File: src/rtl/instruction_dispatcher.sv
// Buffers (dataA, dataB) pairs in a FIFO and issues them one at a time to the video processor.
// Optional WAIT_DONE watchdog enabled by defining DISPATCH_TIMEOUT_EN.
module instruction_dispatcher #(
  parameter int FIFO_DEPTH     = 16,
  parameter int PTR_W          = 4,
  parameter int TIMEOUT_CYCLES = 1024
) (
  input  logic           clk,
  input  logic           reset,
  input  logic           wr_en,
  input  logic [31:0]    wr_dataA,
  input  logic [31:0]    wr_dataB,
  output logic           full,
  output logic           empty,
  output logic [PTR_W:0] count,
  input  logic           in_printtingScreen,
  input  logic           instruction_done,
  output logic           out_clk_en,
  output logic [31:0]    out_dataA,
  output logic [31:0]    out_dataB,
  output logic           busy,
  output logic           timeout_err
);

  typedef enum logic [1:0] {IDLE, WAIT_WINDOW, ISSUE, WAIT_DONE} state_t;

  localparam logic [PTR_W:0]   DEPTH_CNT = (PTR_W + 1)'(FIFO_DEPTH);
  localparam logic [PTR_W:0]   CNT_ONE   = (PTR_W + 1)'(1);
  localparam logic [PTR_W-1:0] PTR_ONE   = PTR_W'(1);

  logic [63:0]      mem [FIFO_DEPTH];
  logic [PTR_W-1:0] wr_ptr_reg, rd_ptr_reg;
  logic [PTR_W:0]   count_reg, count_next;
  logic             full_reg, empty_reg;
  state_t           state_reg;
  logic             out_clk_en_reg, busy_reg;
  logic [31:0]      out_dataA_reg, out_dataB_reg;
  logic             push, pop;

  // A pop is only ever taken while waiting to issue and the screen is idle.
  assign push = wr_en && !full_reg;
  assign pop  = ((state_reg == IDLE) || (state_reg == WAIT_WINDOW)) &&
                !empty_reg && !in_printtingScreen;

  always_comb begin
    count_next = count_reg;
    if (push && !pop)
      count_next = count_reg + CNT_ONE;
    else if (pop && !push)
      count_next = count_reg - CNT_ONE;
  end

  always_ff @(posedge clk) begin
    if (push && !reset)
      mem[wr_ptr_reg] <= {wr_dataA, wr_dataB};
  end

  always_ff @(posedge clk) begin
    if (reset) begin
      wr_ptr_reg <= '0;
      rd_ptr_reg <= '0;
      count_reg  <= '0;
      full_reg   <= 1'b0;
      empty_reg  <= 1'b1;
    end else begin
      if (push)
        wr_ptr_reg <= wr_ptr_reg + PTR_ONE;
      if (pop)
        rd_ptr_reg <= rd_ptr_reg + PTR_ONE;
      count_reg <= count_next;
      full_reg  <= (count_next == DEPTH_CNT);
      empty_reg <= (count_next == '0);
    end
  end

`ifdef DISPATCH_TIMEOUT_EN
  localparam int            WAIT_W       = $clog2(TIMEOUT_CYCLES + 1);
  localparam logic [WAIT_W-1:0] WAIT_LAST = WAIT_W'(TIMEOUT_CYCLES - 1);
  localparam logic [WAIT_W-1:0] WAIT_ONE  = WAIT_W'(1);
  logic [WAIT_W-1:0] wait_cnt_reg;
  logic              timeout_err_reg;
`endif

  always_ff @(posedge clk) begin
    if (reset) begin
      state_reg      <= IDLE;
      out_clk_en_reg <= 1'b0;
      busy_reg       <= 1'b0;
      out_dataA_reg  <= '0;
      out_dataB_reg  <= '0;
`ifdef DISPATCH_TIMEOUT_EN
      wait_cnt_reg    <= '0;
      timeout_err_reg <= 1'b0;
`endif
    end else begin
      out_clk_en_reg <= 1'b0;
      // The head word is read straight out of the array into the output registers.
      if (pop) begin
        {out_dataA_reg, out_dataB_reg} <= mem[rd_ptr_reg];
        out_clk_en_reg <= 1'b1;
        busy_reg       <= 1'b1;
      end
      case (state_reg)
        IDLE: begin
          if (pop)
            state_reg <= ISSUE;
          else if (!empty_reg)
            state_reg <= WAIT_WINDOW;
        end
        WAIT_WINDOW: begin
          if (pop)
            state_reg <= ISSUE;
        end
        ISSUE: begin
          state_reg <= WAIT_DONE;
`ifdef DISPATCH_TIMEOUT_EN
          wait_cnt_reg <= '0;
`endif
        end
        WAIT_DONE: begin
          if (instruction_done) begin
            state_reg <= IDLE;
            busy_reg  <= 1'b0;
          end
`ifdef DISPATCH_TIMEOUT_EN
          else if (wait_cnt_reg == WAIT_LAST) begin
            state_reg       <= IDLE;
            busy_reg        <= 1'b0;
            timeout_err_reg <= 1'b1;
          end else begin
            wait_cnt_reg <= wait_cnt_reg + WAIT_ONE;
          end
`endif
        end
        default: state_reg <= IDLE;
      endcase
    end
  end

  assign full       = full_reg;
  assign empty      = empty_reg;
  assign count      = count_reg;
  assign out_clk_en = out_clk_en_reg;
  assign out_dataA  = out_dataA_reg;
  assign out_dataB  = out_dataB_reg;
  assign busy       = busy_reg;

`ifdef DISPATCH_TIMEOUT_EN
  assign timeout_err = timeout_err_reg;
`else
  // Always 0 without the watchdog; the comparison only keeps the parameter referenced.
  assign timeout_err = (TIMEOUT_CYCLES < 0);
`endif

endmodule

File: config.mk
export PLATFORM = sky130hd
export DESIGN_NAME = instruction_dispatcher
export DESIGN_NICKNAME = d
export VERILOG_FILES = /design/src/rtl/instruction_dispatcher.sv
export SDC_FILE = /design/constraint.sdc
export NUM_CORES = 1
export LEC_CHECK = 0
export CAP_MARGIN = 20
export CORE_MARGIN = 2
export CORE_UTILIZATION = 40
export DETAILED_ROUTE_END_ITERATION = 7
export SYNTH_ARGS = -nofsm -noshare
export SYNTH_HDL_FRONTEND = slang
export SYNTH_SLANG_ARGS = --single-unit
export TNS_END_PERCENT = 100
File: constraint.sdc
create_clock -name clk -period 6.7 [get_ports clk]
set_input_delay 1.005 -clock clk [delete_from_list [all_inputs] [get_ports clk]]
set_output_delay 1.005 -clock clk [all_outputs]
set_load 0.02 [all_outputs]
* Word-level counts from Yosys, hierarchy flattened *
Memory sizes are Yosys's and may differ from the RTL's. A register that Yosys moved wholly into a read port is not among the register bits.
Index checks and enable logic that the tools add are counted.

storage, ports and cells
  bits in registers = 19
  latch bits = 0
  RAM bits = 1024
  memory bits (read-only) = 0
  input port bits = 69
  output and inout port bits = 74
  word-level logic and storage cells = 49
  memories kept = 1

operators by class
  add/subtract/negate cells = 4
  $mul = 0
  divide/modulo/power cells = 0
  $lt $le $gt $ge = 0
  equal/unequal tests = 7
  shift operators = 0
  mux-type cells = 13
  bitwise logic cells = 0
  reductions and logical operators = 16

memories
  name  words  width  read ports  clocked after memory_dff  wr ports  line  RTL
  mem   16     64     1           1                         1         31    logic [63:0] mem [FIFO_DEPTH];

operators by type and width
  operator                                              number
  2-to-1 mux 5 bit                                      2
  adder 4 x 1 -> 4 bit (second input constant)          2
  2-to-1 mux 2 bit                                      4
  case mux 2 bit (4 select lines)                       1
  logical AND 1 bit                                     6
  zero test 1 bit                                       6
  2-to-1 mux 1 bit                                      6
  adder 5 x 1 -> 5 bit (second input constant)          1
  equality test 5 bit (second input constant)           1
  zero test 5 bit                                       1
  subtractor 5 x 1 -> 5 bit (second input constant)     1
  equality test 2 bit (second input constant)           2
  inequality test 2 bit (second input constant)         2
  inequality test 3 bit (second input constant)         1
  AND reduction 3 bit                                   1
  equality test 2 x 1 -> 1 bit (second input constant)  1
  zero test 2 bit                                       1
  logical OR 1 bit                                      1

* Logic depth before layout (Yosys ltp) *
  depth after elaboration = 8
  mapped depth = 9
  gate-level depth less buffers = 7

* Worst setup path before layout *
No wires, ideal clock.

  kind = input to register
  start point = input port reset
  end point = memory mem[0][0] (enable)
  setup time = 0.565 ns
  arrival time = 5.865 ns
  data required time = 6.135 ns
  setup slack = 0.270 ns
  stages = 4
  buffers on the path = 1
  cells stage by stage = clkbuf_1 > nor2_1 > nand2_1 > nor3_1

between the ends
  cells in the longest elaborated chain, start to end = 4

RTL lines
  item                                    line  RTL
  from (decl)                             9     input logic reset,
  zero test 1 bit                         54    if (push && !reset)
  logical AND 1 bit                       54
  2-to-1 mux 1 bit                        54
  2-to-1 mux 1 bit (not written as such)  55    mem[wr_ptr_reg] <= {wr_dataA, wr_dataB};
  to (decl)                               31

Every way passes these cells.

* Worst setup path in the final report *
  start point = input port wr_en
  end point = memory mem[4][53] (enable)

between the ends
  cells in the longest elaborated chain, start to end = 4

RTL lines
  item                                    line  RTL
  from (decl)                             10    input logic wr_en,
  logical AND 1 bit                       41    assign push = wr_en && !full_reg;
  logical AND 1 bit                       54
  2-to-1 mux 1 bit                        54
  2-to-1 mux 1 bit (not written as such)  55

Every way passes these cells.

==> flow_metrics.tcl <==
set metrics [dict create \
    status "finished clean" \
    dp.cells 3300 \
    core_um2 103000 \
    nFillCells 8485 \
    period_minus_slack_ps 3700 \
    start_kind "input pin" \
    cap_viol_max_count 0 \
    synth_edf_count 1024 \
    grt_pass1_wl_mm 131 \
    power_mw 15.8 \
    maxSlewViolCount 0 \
    hold_viol 0 \
    worstPathArrival_ps 3990 \
    multi_input_area_um2 8760 \
    place_congestion 0.707 \
    grt_antenna_before_repair 1 \
    instances_no_fill 3501 \
    gr-total-overflow 0 \
    hold_buffers 0 \
    fin_setup_tns_ps 0 \
    worstPathMaxFanout 42 \
    cts_tree "yes" \
    async_reset_ff_share_pct 0 \
    grt_max_degree 109 \
    power_density_nw_per_um2 328 \
    first_pass_iters 5 \
    skew_ps 22.5 \
    largest_reg_flops 1024 \
    synth_ff_type "edfxtp_1" \
    whs_ps 478 \
    root_buffer "clkbuf_16" \
    vias 18800 \
    dpl_worst_slack_ps 2270 \
    clock.fmax_mhz 270 \
    min_path_type "flip-flop to flip-flop" \
    cts_sinks 1107 \
    drcViolationCount 0 \
    power.leakage_nw 14.5 \
    postSynthAreaPerCell_um2 22.6 \
    most-common-layout-cells "edfxtp_1, mux4_2, clkdlybuf4s50_1, mux2i_1, clkbuf_16" \
    rsz0062_at_grt "false" \
    routed_via_density 5.37 \
    num-nets-final 2111 \
    drt_iter0_drc 1469 \
    period_share_pct 55.3 \
    rows 118 \
    syn_nets 1923 \
    dieArea_um2 107000 \
    ys_ff_latch 1107 \
    avgRoutedWirePerCell_um 25.1 \
    seq_area_frac_synth_pct 77.9 \
    die_w_um 326 \
    seq_area_um2 32400 \
    start_util_pct 40.2 \
    worst_slew_pin_slew_ps 1110 \
    grt_pass1_vias 19900 \
    vdd_drop_max_uv 224 \
    cts_setup_buffers 0 \
    die_h_um 326 \
    slew_headroom_pct 26.1 \
    grt_usage_pct 16.5 \
    clk_pin_slew_ps 60 \
    yosysWarnings 0 \
    cts_resized 0 \
    synth.distinct_cells 38 \
    htreeDepth 3 \
    wirelength_mm 87.7 \
    criticalPathCategory "input pin to flip-flop" \
    clk_latency_ps 660 \
    final-setup-viol-count 0 \
    synth_cells 1842 \
    syn_to_final_growth_pct 16.1 \
    dp_hpwl_mm 48.8 \
    crit_required_ps 6990 \
    syn_area_um2 41600 \
    final_common_cell "edfxtp_1" \
    endpoint_kind "flip-flop" \
    ios 143 \
    ant_nets 0 \
    clock_path_buffers 3 \
    io_buffers 141 \
    final_layout_size_suffix_gt1_share_pct 22.1 \
    cts_made_buffers 108 \
    fin_ws_ps 3000 \
]
-- critical path: stages --
cell and delay (ps):
clkdlybuf4s50_1 480, nand2b_1 210, nor2_1 340, nand2_1 300, nor2_4 850, buf_4 760
-- layer usage --
layer	vias to the layer above	global-route usage, %	wire (um)
li1	8124	-	-
met1	10100	23.0	38800
met2	434	27.4	43300
met3	107	2.62	4050
met4	0	4.08	1520
met5	-	0	0
-- kinds of logic (layout without fill, tap and decap cells) --
kind of cell | count (synthesis) | in the layout | synth area share, %
multiplexers | 386 | 386 | 17.0
flip-flops | 1107 | 1107 | 77.9
other | 1 | 2 | 0.00902
buffers and inverters | 109 | 387 | 1.30
adder cells (fa/ha/maj) | 12 | 12 | 0.361
AND/OR/NAND/NOR | 70 | 70 | 0.749
XOR/XNOR | 10 | 10 | 0.211
AO/OA/AOI/OAI | 147 | 147 | 2.43
-- cell type report --
class,count,area share [%]
multi-input combinational,626,18.2
timing repair buffer,176,3.71
clock inverter,59,1.24
inverter,11,0.0856
antenna,1,0.00518
clock buffer,141,6.05
sequential,1107,67.2
tap,1380,3.58
-- synthesized netlist by cell type, types with 2 or more instances --
| library cell | count | area [um2] |
|---|---|---|
| edfxtp_1 | 1024 | 30700 |
| mux4_2 | 256 | 5770 |
| mux2i_1 | 130 | 1300 |
| dfxtp_1 | 83 | 1660 |
| o21ai_1 | 65 | 325 |
| a2bb2oi_1 | 64 | 561 |
| buf_2 | 35 | 175 |
| clkbuf_1 | 35 | 131 |
| nor2_1 | 29 | 109 |
| nand2_1 | 19 | 71.3 |
| buf_1 | 15 | 56.3 |
| ha_1 | 12 | 150 |
| inv_1 | 11 | 41.3 |
| buf_6 | 10 | 113 |
| xnor2_1 | 6 | 52.6 |
| a21oi_1 | 5 | 25.0 |
| a211oi_1 | 4 | 30.0 |
| nor3_1 | 4 | 20.0 |
| xor2_1 | 4 | 35.0 |
| buf_4 | 3 | 22.5 |
| nand2b_1 | 3 | 18.8 |
| nand4_1 | 3 | 18.8 |
| nor2b_1 | 3 | 18.8 |
| a2111oi_0 | 2 | 17.5 |
| and2_1 | 2 | 12.5 |
| nor4_1 | 2 | 12.5 |
| or2_1 | 2 | 12.5 |
-- stage by stage --
stage | cell area [um2] | util (%)
floorplan | 41600 | -
finish | 48300 | 46.7
detailed placement | 44700 | 43.3
CTS | 48300 | 46.7
global placement | 44700 | 43.2
global route | 48300 | 46.7
-- path summary, 6_finish.rpt --
kind	start	endpoint	slack [ps]	depth (start not counted)
max	wr_en	mem[4][53]	3000	6
min	out_dataA[17]	out_dataA[17]	480	2
max reg2reg	full	mem[4][53]	3410	5
min reg2reg	out_dataA[17]	out_dataA[17]	480	2
-- where the power goes --
part	internal, mW	total [mW]	leakage, nW	switching [mW]
clock	3.52	5.99	1.73	2.47
sequential	7.70	7.83	9.90	0.132
combinational	1.00	2.00	2.85	0.997
total	12.2	15.8	14.5	3.60
Note: power is estimated with default switching activity, not from simulation.
